==> src/rtl/win_event_gen.sv <==
// Win-event producer: counts the bird's column advances, strobes pin/farMost on a far-column win,
// and clears or locks the playfield from the counter's out line. Optional: ACK_RETRY_EN (strobe re-send).
module win_event_gen #(
  parameter int NCOLS        = 8,
  parameter int CLEAR_CYCLES = 4
`ifdef ACK_RETRY_EN
  ,parameter int ACK_TIMEOUT = 16
`endif
) (
  input  logic                     clk,
  input  logic                     reset,
  input  logic                     tick,
  input  logic                     crash,
  input  logic                     win_out,
  output logic                     pin,
  output logic                     farMost,
  output logic                     field_reset,
  output logic                     locked,
  output logic [$clog2(NCOLS)-1:0] column
);

  localparam int CW = $clog2(NCOLS);
  localparam int KW = (CLEAR_CYCLES > 1) ? $clog2(CLEAR_CYCLES) : 1;
  localparam logic [CW-1:0] COL_LAST = CW'(NCOLS - 1);
  localparam logic [KW-1:0] CLR_LAST = KW'(CLEAR_CYCLES - 1);

  typedef enum logic [2:0] {
    RUN      = 3'd0,
    SEND     = 3'd1,
    WAIT_ACK = 3'd2,
    CLEAR    = 3'd3,
    LOCK     = 3'd4
  } state_t;

  state_t        state_q, state_d;
  logic [CW-1:0] column_q, column_d;
  logic [KW-1:0] clr_q, clr_d;
  logic          to_fire;

`ifdef ACK_RETRY_EN
  localparam int TW = (ACK_TIMEOUT > 1) ? $clog2(ACK_TIMEOUT) : 1;
  localparam logic [TW-1:0] TO_LAST = TW'(ACK_TIMEOUT - 1);

  logic [TW-1:0] to_q, to_d;

  // Counts unacknowledged WAIT_ACK cycles; every SEND restarts the window.
  always_comb begin
    to_d = to_q;
    if (state_q == SEND) to_d = '0;
    else if (state_q == WAIT_ACK && !win_out) to_d = to_q + TW'(1);
  end

  assign to_fire = (state_q == WAIT_ACK) && !win_out && (to_q == TO_LAST);

  always_ff @(posedge clk) begin
    if (reset) to_q <= '0;
    else       to_q <= to_d;
  end
`else
  assign to_fire = 1'b0;
`endif

  always_comb begin
    state_d  = state_q;
    column_d = column_q;
    clr_d    = clr_q;
    case (state_q)
      RUN: begin
        if (crash) begin
          state_d  = CLEAR;
          column_d = '0;
        end else if (tick) begin
          if (column_q == COL_LAST) state_d  = SEND;
          else                      column_d = column_q + CW'(1);
        end
      end
      SEND: begin
        if (win_out) begin
          state_d  = CLEAR;
          column_d = '0;
        end else begin
          state_d  = WAIT_ACK;
        end
      end
      WAIT_ACK: begin
        if (win_out) begin
          state_d  = CLEAR;
          column_d = '0;
        end else if (to_fire) begin
          state_d  = SEND;
        end
      end
      CLEAR: begin
        // out still high after the strobe dropped means the counter is saturated.
        if (clr_q == CLR_LAST) begin
          clr_d   = '0;
          state_d = win_out ? LOCK : RUN;
        end else begin
          clr_d   = clr_q + KW'(1);
        end
      end
      LOCK:    state_d = LOCK;
      default: begin
        state_d  = RUN;
        column_d = '0;
        clr_d    = '0;
      end
    endcase
  end

  always_ff @(posedge clk) begin
    if (reset) begin
      state_q  <= RUN;
      column_q <= '0;
      clr_q    <= '0;
    end else begin
      state_q  <= state_d;
      column_q <= column_d;
      clr_q    <= clr_d;
    end
  end

  assign pin         = (state_q == SEND);
  assign farMost     = pin;
  assign field_reset = (state_q == CLEAR) || (state_q == LOCK);
  assign locked      = (state_q == LOCK);
  assign column      = column_q;

endmodule

==> config.mk <==
export PLATFORM = sky130hd
export DESIGN_NAME = win_event_gen
export DESIGN_NICKNAME = d
export VERILOG_FILES = /design/src/rtl/win_event_gen.sv
export SDC_FILE = /design/constraint.sdc
export NUM_CORES = 1
export LEC_CHECK = 0
export ABC_CLOCK_PERIOD_IN_PS = 1600
export CORE_AREA = 4 4 41 43
export CTS_CLUSTER_DIAMETER = 200
export DETAILED_ROUTE_END_ITERATION = 12
export DIE_AREA = 0 0 45 47
export PLACE_DENSITY = 0.74
export RECOVER_POWER = 50
export SLEW_MARGIN = 20
export SYNTH_ARGS = -nofsm -noshare
export SYNTH_HDL_FRONTEND = slang
export SYNTH_SLANG_ARGS = --single-unit
==> constraint.sdc <==
create_clock -name clk -period 1.6 [get_ports clk]
set_clock_uncertainty 0.15 [all_clocks]
set_input_delay 0.32 -clock clk [delete_from_list [all_inputs] [get_ports clk]]
set_output_delay 0.32 -clock clk [all_outputs]
set_load 0.01 [all_outputs]
Word level (Yosys, flattened, before mapping)
Index checks and enable logic that the tools add are counted.

cells by class
  eq/ne operators = 12
  reductions and logical operators = 7
  add/subtract/negate cells = 2
  bitwise operators = 1
  mux-type cells = 15

operators by type and width
  cell                                                    count
  2-to-1 mux 3 bit                                        10
  case mux 3 bit (5 select lines)                         1
  inequality test 3 bit (second input constant)           3
  case mux 3 bit (3 select lines)                         1
  AND reduction 4 bit                                     2
  == test 3 x 2 -> 1 bit (second input constant)          2
  == test 3 bit (second input constant)                   2
  inequality test 2 bit (second input constant)           2
  case mux 2 bit (2 select lines)                         1
  OR reduction 2 bit                                      2
  OR reduction 4 bit                                      1
  adder 3 x 1 -> 3 bit (second input constant)            1
  == test 3 x 1 -> 1 bit (second input constant)          1
  zero test 3 bit                                         1
  adder 2 x 1 -> 2 bit (second input constant)            1
  == test 2 bit (second input constant)                   1
  2-to-1 mux 2 bit                                        1
  inequality test 2 x 1 -> 1 bit (second input constant)  1
  logical OR 1 bit                                        1
  2-to-1 mux 1 bit                                        1
  inverter 1 bit                                          1

word-level totals
  logic and storage cells = 40
  output and inout port bits = 7
  bits in registers = 8
  input port bits = 5

Logic depth before layout (Yosys ltp)
Gate-level depths: netlist (run 1).

  depth in word-level cells = 5
  mapped depth = 6
  gate-level depth less buffers = 6

Worst setup path after synthesis (run 1)
OpenSTA, ideal clock, no wires.

  kind = register to output
  from = register state_q[0]
  to = output port pin
  data required time = 1.130 ns
  buffers on the path = 2
  path slack = 0.048 ns
  cell stages (with the launch flop) = 5
  data arrival time = 1.082 ns
  cells stage by stage = dfxtp_1 buf_4 inv_1 nor3_1 buf_4

between the ends
  word-level cells in the longest chain between the ends = 1

ends and longest elaborated chain
  item                    RTL line  text
  start, declared         35        state_t state_q, state_d;
  start signal, assigned  117       state_q <= state_d;
  == test 3 x 1 -> 1 bit  123       assign pin = (state_q == SEND);
  end, declared           15        output logic pin,

Every way passes these cells.

Final worst setup path (run 1)
  from = input port crash
  to = register column_q[1], in the netlist column[1]

between the ends
  word-level cells in the longest chain between the ends = 2
  elaborated cells on any way between the ends = 5
  those cells by class = 2 x eq/ne; 2 x mux; 1 x reduce/logical

ends and longest elaborated chain
  item                                                                                            RTL line  text
  start, declared                                                                                 13        input logic crash,
  inequality test 3 bit (no source line) / 2-to-1 mux 3 bit (equally long branches)               -
  AND reduction 4 bit (no source line) / case mux 3 bit (3 select lines) (equally long branches)  -
  end signal, assigned                                                                            118       column_q <= column_d;
  end, declared                                                                                   36        logic [CW-1:0] column_q, column_d;

Parallel ways exist; a longest one is shown, timed or not.
A chain may end at the register's enable or synchronous reset.

==> results of run 1 <==
==> state kept, by name, indices dropped and copies added (netlist names) <==
signal   flops
clr_q        2
column       3
state_q      3
==> layer usage <==
layer	GRT usage, %	vias to the layer above	routed length [um]
met2	20.6	20	540
met1	16.0	223	479
met5	0	-	0
met3	3.45	5	90
met4	8.77	0	34
li1	-	260	-
==> cells by family after synthesis <==
group | Yosys count | share of synthesized area, %
AOI/OAI and AO/OA | 11 | 15.6
DFF | 8 | 31.3
buffers and inverters | 8 | 7.58
muxes | 3 | 5.87
adders and majority gates | 3 | 7.34
and+or+nand+nor | 29 | 32.3
==> worst max-delay path, stage by stage <==
cell and delay [ns]:
dlygate4sd3_1 0.64, inv_1 0.06, o21ai_0 0.25, o21ai_2 0.15, mux2i_1 0.14
==> final cells by class <==
class	count	area share, %
clock buffer	3	3.09
sequential	8	22.8
multi-input combinational	46	46.5
timing repair buffer	21	23.0
inverter	4	2.06
tap	15	2.57
==> through the flow <==
stage / total power (uW) / setup WS [ns] / area (sq um) / setup TNS (ns) / utilization (%)
after CTS: 609 / 0.00691 / 723 / 0 / 55.6
after global routing: 660 / -0.0463 / 729 / -0.130 / 56.1
after floorplan: 363 / 0.0483 / 512 / 0 / -
after detailed placement: 453 / -0.0921 / 692 / -0.516 / 53.2
final: 613 / 0.0360 / 729 / 0 / 56.1
after global placement: 452 / -0.0937 / 692 / -0.451 / 53.2
==> worst max path at each step <==
stage | from | end | slack [ns]
2_1_floorplan | state_q[0] | pin | 0.05
3_3_place_gp | win_out | state_q[0] | -0.09
3_5_place_dp | win_out | state_q[0] | -0.09
4_1_cts | state_q[1] | field_reset | 0.007
5_1_grt | crash | column[0] | -0.05
6_report | crash | column[1] | 0.04
==> repair_timing <==
action	4_1_cts	5_1_grt
cloned	0	0
resized for setup	17	8
setup endpoints to repair	7	6
pin swaps	0	0
==> power breakdown <==
part	internal, uW	total, uW	switching [uW]
combinational	114	222	108
sequential	219	237	17.9
clock	85.8	154	68.1
total	419	613	194
==> layout by cell type, fill, tap and decap left out, types with 4 or more instances in the layout <==
master,instances
nand2b_1,5
buf_4,10
nand2_1,7
dfxtp_1,5
inv_1,4
==> results.json, run 1 <==
{
  "period_share_pct": 97.7,
  "fp.coreArea_sq_mm": 0.00130,
  "critPathCaptureType": "register",
  "die_h_um": 47,
  "start_util_pct": 39.3,
  "ant_nets": 0,
  "setup_viol": 0,
  "start_kind": "input port",
  "worst_pin_slew_ns": 0.280,
  "required_ns": 1.59,
  "r2r-end": "column[1]",
  "syn-cell-area_sq_um": 512,
  "vias_per_cell": 5.24,
  "synthCells": 62,
  "yosysTopAreaCellShare_pct": 31.3,
  "fill_cells": 124,
  "synthFlopType": "dfxtp_1",
  "grt_use_total_pct": 13.2,
  "cap_violations": 0,
  "status": "finished, final reports clean",
  "grt-ovfl-total": 0,
  "antenna_cells": 0,
  "hold_viol": 0,
  "areaGrowthSynthToFinish_pct": 42.5,
  "drive_gt1_share_pct": 34.1,
  "drtIter0Drc": 18,
  "place_inst": 94,
  "die_area_sq_mm": 0.00212,
  "drc_errors": 0,
  "period_needed_ns": 1.56,
  "synth_warnings": 0,
  "maxSlewHeadroom_pct": 81.2,
  "seq_area_sq_um": 166,
  "cts_hold_buf": 0,
  "clock_path_buffers": 2,
  "power_density_mw_per_mm2": 840,
  "yosysUniqueCellTypes": 26,
  "wl_per_cell_um": 11.8,
  "mappedNetlistNets": 70,
  "io_pins": 12,
  "stdcell_count": 97,
  "grt_max_degree": 10,
  "drv_slew": 0,
  "p_leak_uw": 0.000339,
  "rr_startpoint": "column[0]",
  "cts_setup_buffers": 0,
  "synth-seq-cells": 8,
  "hold_class": "register to register",
  "ir_drop_mv": 0.552,
  "worstRegToRegCells": 5,
  "hpwl_um": 867,
  "min_from": "clr_q[1]",
  "crit_type": "input port to register",
  "grt_pass1_vias": 486,
  "synth_commonest_cells": "8 x dfxtp_1, 8 x nand2_1, 5 x nand2b_1",
  "holdWs_ns": 0.326,
  "path_clk_slew_ns": 0.06,
  "path_max_fanout": 3,
  "gp_congestion": 0.814,
  "grt_pass1_wl_um": 2020,
  "row_count": 13,
  "clk_latency_ns": 0.25,
  "numCtsBuffers": 3,
  "clock_sinks": 8,
  "multi_input_area_sq_um": 339,
  "postSynth.asyncResetShare_pct": 0,
  "synth-edff-count": 0,
  "timing.fmax_ghz": 0.639,
  "nets": 92,
  "syn_area_per_cell_sq_um": 8.25,
  "cts_root_buf": "clkbuf_4",
  "routed_wl_um": 1140,
  "min_to": "clr_q[1]",
  "htreeDepth": 1,
  "vias": 508,
  "seq_area_frac_synth_pct": 31.3,
  "yosys-top-cells-area": "dfxtp_1 31%, ha_1 7.3%, nand2b_1 6.1%",
  "reg2reg_setup_slack_ns": 0.05,
  "die_width_um": 45,
  "dr.pass1.iters": 4,
  "min_path_cells": 2,
  "worstPathArrival_ns": 1.55,
  "yosysTopAreaCell": "dfxtp_1",
  "antenna_found_initial": 0,
  "port_buffers": 11,
  "cts_tree": "built"
}
(Power assumes the default switching activity.)
==> run 2, diff against run 1 <==
--- a/config.mk
+++ b/config.mk
@@ -12,6 +12,7 @@
 export DIE_AREA = 0 0 45 47
 export PLACE_DENSITY = 0.74
 export RECOVER_POWER = 50
+export SKIP_CTS_REPAIR_TIMING = 1
 export SLEW_MARGIN = 20
 export SYNTH_ARGS = -nofsm -noshare
 export SYNTH_HDL_FRONTEND = slang
==> run 2 against run 1 <==
Net effect:
- sequential power barely moved
- count of clock-buffer cells in the layout did not move
- maximum frequency fell by 0.10%
- register-to-register slack barely moved
- wire length fell by 1.2%
- flip-flop and latch count did not move
- global-route usage fell by 0.32 points
- first-iteration DRC count fell by 39%
- die area did not move
- via count fell by 1.2%
- combinational power rose by 2%
- sequential share of layout area fell by 1.0 points
==> results.json, run 2 (synthesis results as in run 1) <==
{
  "routed_wl_um": 1130,
  "hpwl_um": 867,
  "required_ns": 1.59,
  "die_width_um": 45,
  "power_density_mw_per_mm2": 817,
  "cts_root_buf": "clkbuf_4",
  "setup_viol": 0,
  "mostFrequentLayoutCells": "10 x buf_4, 7 x nand2_1, 5 x nand2b_1, 5 x dfxtp_1, 5 x dlymetal6s2s_1",
  "crit_type": "input port to register",
  "fill_cells": 117,
  "vias_per_cell": 5.18,
  "vias": 502,
  "gp_congestion": 0.814,
  "numCtsBuffers": 3,
  "ir_drop_mv": 0.493,
  "nets": 92,
  "fp.coreArea_sq_mm": 0.00130,
  "row_count": 13,
  "grt_pass1_wl_um": 1970,
  "wl_per_cell_um": 11.6,
  "clk_latency_ns": 0.26,
  "dr.pass1.iters": 4,
  "mostFrequentLayoutCell": "buf_4",
  "maxSlewHeadroom_pct": 80.7,
  "period_share_pct": 97.9,
  "dp_slack_ns": -0.0921,
  "min_path_cells": 2,
  "worstRegToRegCells": 5,
  "path_clk_slew_ns": 0.06,
  "grt_pass1_vias": 480,
  "cap_violations": 0,
  "clock_sinks": 8,
  "p_leak_uw": 0.000399,
  "grt-ovfl-total": 0,
  "grt_use_total_pct": 12.9,
  "die_area_sq_mm": 0.00212,
  "drtIter0Drc": 11,
  "die_h_um": 47,
  "antenna_cells": 0,
  "path_max_fanout": 3,
  "rr_startpoint": "column[0]",
  "worst_pin_slew_ns": 0.287,
  "timing.fmax_ghz": 0.639,
  "placed_cell_area_sq_um": 692,
  "ant_nets": 0,
  "cts_tree": "built",
  "start_kind": "input port",
  "areaGrowthSynthToFinish_pct": 46.9,
  "start_util_pct": 39.3,
  "min_to": "clr_q[1]",
  "critPathCaptureType": "register",
  "hold_viol": 0,
  "status": "finished, final reports clean",
  "hold_class": "register to register",
  "final_area_sq_um": 752,
  "htreeDepth": 1,
  "reg2reg_setup_slack_ns": 0.05,
  "setup_slack_ns": 0.0344,
  "grt_max_degree": 10,
  "min_from": "clr_q[1]",
  "period_needed_ns": 1.57,
  "drv_slew": 0,
  "drc_errors": 0,
  "drive_gt1_share_pct": 28.0,
  "antenna_found_initial": 0,
  "clock_path_buffers": 2,
  "worstPathArrival_ns": 1.56,
  "seq_area_sq_um": 164,
  "port_buffers": 11,
  "multi_input_area_sq_um": 334,
  "r2r-end": "column[1]",
  "io_pins": 12
}
==> run 2: power by group <==
group | switching (uW) | internal [uW]
clock network | 66.6 | 85.7
logic | 106 | 120
registers | 17.0 | 219
total | 190 | 424
==> run 2: layout make-up <==
type                            instances  area share [%]
Inverter                                4            2.00
Sequential cell                         8            21.8
Multi-Input combinational cell         46            44.4
Tap cell                               15            2.50
Clock buffer                            3            3.00
Timing Repair Buffer                   21            26.3
==> run 2: per-stage QoR <==
step                      setup TNS, ns  utilization [%]  hold WS (ns)  instances  total power [uW]
after floorplan                       0                -         0.302         62               363
after global placement           -0.451             53.2         0.311         94               452
after detailed placement         -0.516             53.2         0.322         94               453
after CTS                         -1.46             54.9         0.330         97               609
after global routing             -0.152             57.8         0.367         97               661
final                                 0             57.8         0.326         97               614
==> run 2: how the worst max path moves through the flow <==
stage | end | from | cells past startpoint
global route | column[0] | crash | 5
floorplan | pin | state_q[0] | 4
CTS | pin | state_q[0] | 3
finish | column[1] | crash | 5
global placement | state_q[0] | win_out | 5
detailed placement | state_q[0] | win_out | 5
==> run 2: metal layers <==
metal	share of wire, %	up-vias	global-route usage (%)
met4	3.2	0	8.77
met1	45	223	15.8
met3	4.9	5	3.45
met5	0	-	0
li1	-	260	-
met2	47	14	19.8
==> run 2: critical path, stage by stage <==
cell and delay (ns):
dlygate4sd3_1 0.64, inv_1 0.06, o21ai_0 0.26, o21ai_2 0.15, mux2i_1 0.14
